===== src/rtl/inv_rr_scheduler.sv =====
// inv_rr_scheduler: burst-limited round-robin sharing of one registered-inverter datapath among NREQ requesters.
// Latency: grant at edge E -> dp_in valid in cycle E+1 -> resp_valid/resp_data in cycle E+1+LAT.
// Backpressure: requesters are held off only by arbitration and enable; responses have none and return in issue order.
module inv_rr_scheduler #(
    parameter int WIDTH = 52,
    parameter int NREQ  = 4,
    parameter int LAT   = 2,
    parameter int BURST = 4,
    parameter int CNT_W = 16
) (
    input  logic                  clk,
    input  logic                  rst,
    input  logic                  enable,
    input  logic [NREQ-1:0]       req_valid,
    input  logic [NREQ*WIDTH-1:0] req_data,
    output logic [NREQ-1:0]       req_ready,
    output logic [WIDTH-1:0]      dp_in,
    input  logic [WIDTH-1:0]      dp_out,
    output logic [NREQ-1:0]       resp_valid,
    output logic [WIDTH-1:0]      resp_data,
    output logic                  idle,
    output logic [CNT_W-1:0]      issued_cnt
);

    localparam int IDW  = (NREQ > 1) ? $clog2(NREQ) : 1;
    localparam int BW   = $clog2(BURST + 1);
    // Slot 0 travels alongside dp_in; the remaining LAT slots cover the datapath itself.
    localparam int TAGS = LAT + 1;

    typedef struct packed {
        logic           vld;
        logic [IDW-1:0] id;
    } tag_t;

    tag_t           tag_q [TAGS];
    logic [IDW-1:0] ptr_q;
    logic [IDW-1:0] prev_id_q;
    logic           prev_vld_q;
    logic [BW-1:0]  burst_q;

    logic [WIDTH-1:0] req_word [NREQ];
    logic             win_vld;
    logic [IDW-1:0]   win_id;
    logic             hs_vld;
    logic [BW-1:0]    burst_nxt;
    logic [IDW-1:0]   win_inc;
    logic             burst_hit;

    always_comb begin
        for (int i = 0; i < NREQ; i++) begin
            req_word[i] = req_data[i*WIDTH +: WIDTH];
        end
    end

    // Scan from the farthest position back to the pointer so the nearest valid requester is the last writer.
    always_comb begin : arb
        logic [IDW-1:0] idx;
        idx     = '0;
        win_vld = 1'b0;
        win_id  = '0;
        for (int k = NREQ - 1; k >= 0; k--) begin
            idx = IDW'((int'(ptr_q) + k) % NREQ);
            if (req_valid[idx]) begin
                win_vld = 1'b1;
                win_id  = idx;
            end
        end
    end

    assign hs_vld    = enable & win_vld;
    assign req_ready = hs_vld ? (NREQ'(1) << win_id) : '0;

    always_comb begin
        burst_nxt = (prev_vld_q && (prev_id_q == win_id)) ? (burst_q + BW'(1)) : BW'(1);
        win_inc   = (win_id == IDW'(NREQ - 1)) ? '0 : (win_id + IDW'(1));
        burst_hit = (burst_nxt == BW'(BURST));
    end

    always_ff @(posedge clk) begin
        if (rst) begin
            for (int s = 0; s < TAGS; s++) begin
                tag_q[s] <= '0;
            end
            ptr_q      <= '0;
            prev_id_q  <= '0;
            prev_vld_q <= 1'b0;
            burst_q    <= '0;
            dp_in      <= '0;
            issued_cnt <= '0;
        end else begin
            tag_q[0].vld <= hs_vld;
            tag_q[0].id  <= win_id;
            for (int s = 1; s < TAGS; s++) begin
                tag_q[s] <= tag_q[s-1];
            end
            if (hs_vld) begin
                dp_in      <= req_word[win_id];
                prev_id_q  <= win_id;
                prev_vld_q <= 1'b1;
                if (burst_hit) begin
                    ptr_q   <= win_inc;
                    burst_q <= '0;
                end else begin
                    ptr_q   <= win_id;
                    burst_q <= burst_nxt;
                end
                if (issued_cnt != '1) begin
                    issued_cnt <= issued_cnt + CNT_W'(1);
                end
            end
        end
    end

    assign resp_valid = tag_q[TAGS-1].vld ? (NREQ'(1) << tag_q[TAGS-1].id) : '0;
    assign resp_data  = dp_out;

    always_comb begin
        idle = 1'b1;
        for (int s = 0; s < TAGS; s++) begin
            if (tag_q[s].vld) begin
                idle = 1'b0;
            end
        end
    end

endmodule

===== config.mk =====
export PLATFORM = sky130hd
export DESIGN_NAME = inv_rr_scheduler
export DESIGN_NICKNAME = d
export VERILOG_FILES = /design/src/rtl/inv_rr_scheduler.sv
export SDC_FILE = /design/constraint.sdc
export NUM_CORES = 1
export LEC_CHECK = 0
export BUFFER_PORTS_ARGS = -buffer_cell sky130_fd_sc_hd__buf_2
export CORE_AREA = 2 2 155 157
export DETAILED_ROUTE_END_ITERATION = 10
export DIE_AREA = 0 0 157 159
export GPL_TIMING_DRIVEN = 0
export PLACE_DENSITY = 0.52
export RECOVER_POWER = 100
export SYNTH_ARGS = -nofsm -noshare
export SYNTH_HDL_FRONTEND = slang
export SYNTH_SLANG_ARGS = --single-unit

===== constraint.sdc =====
create_clock -name clk -period 2.6 [get_ports clk]
set_input_delay 0.26 -clock clk [delete_from_list [all_inputs] [get_ports clk]]
set_output_delay 0.26 -clock clk [all_outputs]
set_load 0.05 [all_outputs]

Word level (Yosys, flattened, before mapping):

Memories as Yosys holds them, arrays and structs flattened.
Cells that the tools add are included.

* word-level logic and storage cells: 67
* bits in writable memories: 9
* input port bits: 267
* register bits: 76
* output and inout bits: 129
* memories: 1

Memories
* tag_q: words 3, bits a word 3, read ports 3, clocked after memory_dff 0, write ports 3, RTL line 35 `tag_t tag_q [TAGS];`

* mux-type cells: 35
* shift-type cells: 2
* reduce and logical (&&, ||, !) cells: 2
* add/sub/neg operators: 6
* $lt $le $gt $ge: 5
* equal/unequal tests: 4
* bitwise logic cells: 6

Operators with widths (count)
* binary-select mux 52 bit (select 2 bit): 1
* 2-to-1 mux 52 bit: 2
* adder 16 x 1 -> 16 bit (second input constant): 1
* != test 16 bit (second input constant): 1
* 2-to-1 mux 1 bit: 15
* 2-to-1 mux 2 bit: 7
* less-than comparator 2 x 3 -> 1 bit (second input constant): 4
* 2-to-1 mux 3 bit: 4
* binary-select mux 1 bit (select 2 bit): 4
* 2-to-1 mux 4 bit: 2
* left shift 1 x 2 -> 4 bit (first input constant): 2
* adder 2 x 1 -> 2 bit (second input constant): 2
* adder 2 bit (second input constant): 2
* bitwise OR 1 bit: 4
* adder 3 x 1 -> 3 bit (second input constant): 1
* equality test 3 bit (second input constant): 1
* greater-or-equal comparator 3 bit (second input constant): 1
* inverter 2 -> 3 bit: 1
* equality test 2 bit: 1
* equality test 2 bit (second input constant): 1
* AND reduction 2 bit: 1
* bitwise AND 1 bit: 1
* logical AND 1 bit: 1

Depth between registers and ports, before layout:

Gate-level depths: netlist of the first run.

* word-level depth: 12
* gate-level depth with buffers: 10
* mapped depth without buffers: 8

Worst setup path after synthesis of the first run:

Ideal clock, no wire load.

* path type: flip-flop to output port
* start: reg ptr_q[1]
* end: out req_ready[1]
* setup slack: 288 ps
* cell stages (with the launch flop): 9
* arrival: 2052 ps
* data required time: 2340 ps
* buffers on the path: 2
* cell sequence: dfxtp_1 -> mux2i_1 -> nor2_1 -> or3_1 -> buf_2 -> clkinv_4 -> clkbuf_1 -> ha_1 -> and2_1

* cells in the longest elaborated chain, start to end: 9
* elaborated cells between the ends (all ways): 22
* those cells by class: add/sub (3); shift (1); mux (17); bitwise (1)

RTL lines
* start, declared: RTL line 36 `logic [IDW-1:0] ptr_q;`
* start signal, assigned: RTL line 101 `ptr_q <= win_inc;`
* start signal, assigned: RTL line 104 `ptr_q <= win_id;`
* adder 2 bit: RTL line 62 `idx = IDW'((int'(ptr_q) + k) % NREQ);`
* binary-select mux 1 bit (select 2 bit): RTL line 63 `if (req_valid[idx]) begin`
* 2-to-1 mux 1 bit (implied by the code): RTL line 63
* 2-to-1 mux 2 bit (3 in a row): RTL line 63
* 2-to-1 mux 2 bit *: RTL line 63
* net win_id[0]: RTL line 43 `logic [IDW-1:0] win_id;`
* left shift 1 x 2 -> 4 bit *: RTL line 71 `assign req_ready = hs_vld ? (NREQ'(1) << win_id) : '0;`
* 2-to-1 mux 4 bit *: RTL line 71
* end, declared: RTL line 16 `output logic [NREQ-1:0] req_ready,`

Mark *: on every way through the listed nets, which the timed path passes. The rest lies on a longest branch. The select of a mux whose other input is x is not followed.

Worst setup path in the final report of the first run:

* start: reg ptr_q[1]
* end: out req_ready[2]

* cells in the longest elaborated chain, start to end: 9
* elaborated cells between the ends (all ways): 22
* those cells by class: add/sub (3); shift (1); mux (17); bitwise (1)

RTL lines (RTL line)
* adder 2 bit: 62
* binary-select mux 1 bit (select 2 bit): 63
* 2-to-1 mux 1 bit (implied by the code): 63
* 2-to-1 mux 2 bit or 2-to-1 mux 1 bit (tied branches) (4 in a row): 63
* left shift 1 x 2 -> 4 bit or bitwise AND 1 bit (tied branches): 71, 70
* 2-to-1 mux 4 bit *: 71

Every way passes the cells marked *; elsewhere a longest branch is shown, timed or not. The select of a mux whose other input is x is not followed.

==> impl_metrics.toml, run 1 <==
[cells_and_area]
final_nets = 1199
layout-drive-gt1-share_pct = 33.0
n_antenna_cell = 0
finish.utilization_pct = 32.0
syn_to_final_growth_pct = 45.3

[cts]
clk_latency_ps = 350
postCtsSetupBuffers = 0
clk_pin_slew_worst_paths_ps = 70
cts_tree = "done"
cts_buffers = 9
root_buffer = "clkbuf_16"
clk_path_buf_depth = 2
cts_hold_buf = 0
cts.sinks = 85
cts_max_level = 3

[pwr]
cellPowerDensity_nw_per_um2 = 584
ir_worst_vdd_uv = 233
p_leak_nw = 3.30

[setup_path]
r2r-start = "ptr_q[1]$_SDFFE_PP0P_"
crit_path_end = "req_ready[2]"
reg2reg_slack_ps = 90
start_kind = "flip-flop"
endpoint_kind = "output port"
cp-startpoint = "ptr_q[1]$_SDFFE_PP0P_"
crit_arrival_ps = 2250
criticalPathCategory = "reg -> out"
cp.required_ps = 2340
r2r_cells = 8
rr_endpoint = "ptr_q[1]$_SDFFE_PP0P_"
crit_fanout = 11

[global_routing]
grt_pass1_vias = 5202
grt_overflow = 0
grt_usage_pct = 15.5
grt_pass1_wl_mm = 29.5
grt_max_degree = 20
antenna_found_initial = 0

[detailed_routing]
highest-signal-layer = "met4"
remaining_drc_errors = 0
vias = 5406
met1_length_mm = 8.49
routed_wl_mm = 20.1
wl_per_cell_um = 16.1
drt-initial-drc-count = 223
ant_nets = 0
viasPerCell = 4.32
first_pass_iters = 4
dr_wl_met3_mm = 1.44
wl_met2_mm = 9.78

[sta]
setup_viol = 0
worst_slack_ps = 86.2
fmax_mhz = 398
hold_slack_ps = 230
maxSlewHeadroom_pct = 31.3
setup_tns_ps = 0
timing.final.hold_violations = 0
fin_worst_skew_ps = 7.76
report.final.slew_viol_count = 0
layout_min_cycle_time_ps = 2510
worst_slew_pin_slew_ps = 1030
rsz0062_at_grt = "false"
period_share_pct = 96.7

[yosys]
ys_warn_count = 0
synth-seq-area-share_pct = 33.3
synth_nets = 848
synth-main-ff-cell = "dfxtp_1"
ys_ff_latch = 85
async_flop_share_pct = 0
avgSynthCellArea_um2 = 8.88
synthCells = 575
synthesis.area_um2 = 5110
synth_edf_count = 0
synth_cell_type_count = 47

[floorplan]
core_area_um2 = 23200
die_h_um = 159
row_count = 56
die_area_um2 = 25000
die-width_um = 157
start_util_pct = 22.0
pin_count = 396

[placed_design]
globalplace.congestion = 0.776
dp_worst_setup_slack_ps = -388
hpwl_mm = 16.2
portBuffers = 342

[flow_run]
maxCapViolCount = 0

[min_path]
hp-class = "in -> reg"

[outcome]
status = "finished clean"
## how the worst min path moves through the flow
stage | startpoint | endpoint | depth (start not counted)
6_report | req_data[205] | dp_in[49]$_SDFFE_PP0P_ | 3
5_1_grt | req_data[151] | dp_in[47]$_SDFFE_PP0P_ | 3
4_1_cts | req_data[205] | dp_in[49]$_SDFFE_PP0P_ | 3
3_5_place_dp | tag_q[0][3]$_SDFF_PP0_ | tag_q[0][6]$_SDFF_PP0_ | 1
3_3_place_gp | tag_q[0][3]$_SDFF_PP0_ | tag_q[0][6]$_SDFF_PP0_ | 1
2_1_floorplan | tag_q[0][0]$_SDFF_PP0_ | tag_q[0][3]$_SDFF_PP0_ | 1
## per-stage QoR
step           total power, mW  area, um^2  instances
2_1_floorplan             2.53        5110        575
3_3_place_gp              3.03        7220       1236
3_5_place_dp              3.03        7220       1236
4_1_cts                   4.46        7600       1251
5_1_grt                   4.56        7420       1250
6_report                  4.33        7420       1250
## synthesized netlist by cell type (6+ instances only)
| cell type | n | area (um^2) |
|---|---|---|
| nor2_1 | 31 | 116 |
| buf_2 | 14 | 70.1 |
| xor2_1 | 13 | 114 |
| nor2b_1 | 7 | 43.8 |
| a21oi_1 | 7 | 35.0 |
| dfxtp_1 | 85 | 1700 |
| nand3_1 | 6 | 30.0 |
| ha_1 | 6 | 75.1 |
| clkbuf_1 | 24 | 90.1 |
| a32o_1 | 50 | 500 |
| mux2i_1 | 104 | 1040 |
| nand2_1 | 118 | 443 |
| buf_4 | 53 | 398 |
| nand4_1 | 7 | 43.8 |
## flip-flops by register name, summed over array words and instances (netlist names)
name	flops
burst_q	3
dp_in	52
issued_cnt	16
prev_id_q	2
prev_vld_q	1
ptr_q	2
tag_q	9
## worst max-delay path: stages, from the launching register on
cell	delay (ps)
dfxtp_4	370
mux2i_1	190
nor2_1	50
or3_1	370
buf_6	160
buf_8	140
buf_12	150
ha_1	180
and2_1	140
buf_6	150
## area by class of cell
| class | count | area, um^2 |
|---|---|---|
| inverter | 5 | 23.8 |
| tap | 319 | 399 |
| clock inverter | 6 | 68.8 |
| multi-input combinational | 393 | 2810 |
| buffer | 90 | 607 |
| clock buffer | 10 | 239 |
| fill | 2573 | 15800 |
| timing repair buffer | 342 | 1570 |
| sequential | 85 | 1710 |
## repair_timing
action,4_1_cts,5_1_grt
cloned,0,0
endpoints found under the setup margin,9,4
pin swaps,0,1
resized for setup,26,4
## metal layers
metal / global-route usage (%) / vias up
met4: 5.63 / 0
li1: - / 2696
met2: 26.9 / 252
met3: 3.13 / 21
met5: 0 / -
met1: 18.9 / 2437
## cell families (layout without fill, tap and decap cells)
group                    after synthesis  after routing  share of synthesized area [%]
flip-flops                            85             85                           33.3
AND/OR/NAND/NOR                      190            190                           16.2
AO/OA/AOI/OAI                         73             73                           13.5
buffers and inverters                 97            453                           11.5
adder cells (fa/ha/maj)                6              6                           1.47
multiplexers                         107            107                           21.1
XOR/XNOR                              17             17                           2.92
## layout by cell type (no fill, tap or decap), types with 3 or more instances in the layout
master     count
buf_2        218
clkbuf_1     149
nand2_1      118
mux2i_1      105
dfxtp_1       84
buf_4         52
a32o_1        50
nor2_1        31
xor2_1        13
clkbuf_16      9
a21oi_1        7
nor2b_1        7
nand4_1        7
nand3_1        6
ha_1           6
and2_1         5
buf_6          4
clkbuf_2       4
xnor2_1        4
and3_1         3
inv_1          3
and4_1         3
inv_6          3
## report_power, final
part | switching, mW | internal, mW
Sequential | 0.0575 | 1.40
Combinational | 0.997 | 0.507
Clock | 0.587 | 0.781
(Power assumes the default switching activity.)
==> inputs of run 2 (changes only) <==
--- a/config.mk
+++ b/config.mk
@@ -10,8 +10,9 @@
 export DETAILED_ROUTE_END_ITERATION = 10
 export DIE_AREA = 0 0 157 159
 export GPL_TIMING_DRIVEN = 0
-export PLACE_DENSITY = 0.52
+export PLACE_DENSITY = 0.59
 export RECOVER_POWER = 100
+export REMOVE_ABC_BUFFERS = 1
 export SYNTH_ARGS = -nofsm -noshare
 export SYNTH_HDL_FRONTEND = slang
 export SYNTH_SLANG_ARGS = --single-unit
==> run 2 against run 1 <==
  * The run now ends with max-capacitance violations, max-slew violations left
  * Sequential power about the same
  * Count of clock-buffer cells in the layout unchanged
  * Cell count down 11%
  * Worst setup slack worse by 1.4 ps
  * Sequential share of layout area up 1.8 points
  * Combinational power down 16%
  * Routed wire length up 10%
  * Clock power up 6%
  * Die area unchanged
  * Critical path type unchanged
==> impl_metrics.toml, run 2 (synthesis results as in run 1) <==
[placed_design]
globalplace.congestion = 0.833
portBuffers = 291
dp_worst_setup_slack_ps = -672
hpwl_mm = 16.7

[sta]
timing.final.hold_violations = 0
report.final.slew_viol_count = 36
setup_viol = 0
worst_slack_ps = 84.7
fmax_mhz = 398
maxSlewHeadroom_pct = -14.7
hold_slack_ps = 241
fin_worst_skew_ps = 5.86
rsz0062_at_grt = "true"
period_share_pct = 96.7
layout_min_cycle_time_ps = 2520
worst_slew_pin_slew_ps = 1720

[cts]
clk_path_buf_depth = 2
cts_hold_buf = 0
cts.sinks = 85
root_buffer = "clkbuf_16"
clk_latency_ps = 350
cts_max_level = 3
clk_pin_slew_worst_paths_ps = 70
cts_buffers = 9
cts_tree = "done"

[floorplan]
die_area_um2 = 25000
die-width_um = 157
start_util_pct = 22.0
die_h_um = 159
core_area_um2 = 23200
row_count = 56
pin_count = 396

[cells_and_area]
largest_reg_flops = 52
largest_register = "dp_in"
layout-drive-gt1-share_pct = 32.0
syn_to_final_growth_pct = 34.6
layout_commonest_cell = "buf_2"
reg_top3 = "dp_in: 52 flops, issued_cnt: 16 flops, tag_q: 9 flops"
final_nets = 1067
n_antenna_cell = 0
mostFrequentLayoutCells = "214 x buf_2, 118 x nand2_1, 104 x mux2i_1"

[setup_path]
r2r_cells = 9
crit_fanout = 33
cp.required_ps = 2340
criticalPathCategory = "reg -> out"
critical-path-slowest-cell = "dfxtp_4"
crit_arrival_ps = 2260
rr_endpoint = "ptr_q[1]$_SDFFE_PP0P_"
start_kind = "flip-flop"
endpoint_kind = "output port"
reg2reg_slack_ps = 190
cp_cell_sequence = "nand2b_1 > a21oi_4 > or3_4 > buf_12 > clkinv_16 > ha_1 > and2_1 > buf_4"
r2r-start = "ptr_q[1]$_SDFFE_PP0P_"
max_stage_delay_ps = 370
cp-startpoint = "ptr_q[1]$_SDFFE_PP0P_"

[global_routing]
grt_usage_pct = 17.0
grt_overflow = 0
grt_pass1_vias = 4949
antenna_found_initial = 0
grt_pass1_wl_mm = 31.1
grt_max_degree = 53

[flow_run]
maxCapViolCount = 1

[detailed_routing]
wl_met2_mm = 9.27
remaining_drc_errors = 0
first_pass_iters = 4
vias = 5085
highest-signal-layer = "met5"
viasPerCell = 4.55
wl_per_cell_um = 19.8
routed_wl_mm = 22.1
drt-initial-drc-count = 213
met1_length_mm = 7.80
dr_wl_met3_mm = 4.33
ant_nets = 0

[outcome]
failed_checks = "max-capacitance violations, max-slew violations"
status = "finished with violations"

[pwr]
ir_worst_vdd_uv = 307
cellPowerDensity_nw_per_um2 = 606
p_leak_nw = 2.98
totalPowerFinal_mw = 4.17

[min_path]
hp-class = "in -> reg"
hp-start = "req_data[205]"
hold-path-cell-count = 3
hold_path_end = "dp_in[49]$_SDFFE_PP0P_"
## run 2: cell count changes in the layout (fill, tap and decap cells not counted), sizes merged
cell	before	now
buf	277	222
clkinvlp	1	2
clkbuf	165	86
or3	1	2
bufinv	1	2
inv	7	6
## run 2: stage by stage
step / cell area, um^2 / TNS (ps) / std cells / util [%]
2_1_floorplan: 4550 / -150640 / 483 / -
3_3_place_gp: 6400 / -228220 / 1093 / 27.6
3_5_place_dp: 6550 / -6950 / 1098 / 28.3
4_1_cts: 6950 / 0 / 1117 / 30.0
5_1_grt: 6870 / -35.1 / 1118 / 29.6
6_report: 6870 / 0 / 1118 / 29.6
## run 2: worst max-delay path by stage
stage,end,depth (start not counted)
global route,req_ready[1],8
finish,req_ready[1],8
CTS,req_ready[1],8
detailed placement,ptr_q[1]$_SDFFE_PP0P_,8
global placement,ptr_q[1]$_SDFFE_PP0P_,7
floorplan,ptr_q[1]$_SDFFE_PP0P_,6
## run 2: report_power, final
part,internal [mW],switching [mW]
sequential,1.40,0.0560
combinational,0.448,0.816
clock,0.854,0.592
## run 2: area by class of cell
cell class / instances / area [um^2]
clock inverter: 6 / 95.1
clock buffer: 10 / 229
multi-input combinational: 394 / 2870
timing repair buffer: 298 / 1510
sequential: 85 / 1710
tap: 319 / 399
fill: 2550 / 16300
inverter: 5 / 45.0
timing repair inverter: 1 / 16.3
## run 2: critical path: cells and delay by family, from the launching register on
kind / cells / cell delay, ps
buffers and inverters: 3 / 560
and+or+nand+nor: 3 / 500
AOI/OAI and AO/OA: 1 / 230
DFF: 1 / 370
adders and majority gates: 1 / 220
## run 2: timing repair
| item | 4_1_cts | 5_1_grt |
|---|---|---|
| cloned | 2 | 1 |
| resized for setup | 9 | 3 |
| buffers inserted | 1 | 0 |
| pin swaps | 1 | 0 |
| setup endpoints to repair | 59 | 4 |
## run 2: metal layers
metal | up-vias | track usage, %
li1 | 2433 | -
met1 | 2318 | 16.7
met2 | 301 | 25.6
met3 | 27 | 15.1
met4 | 6 | 4.17
met5 | - | 11.1
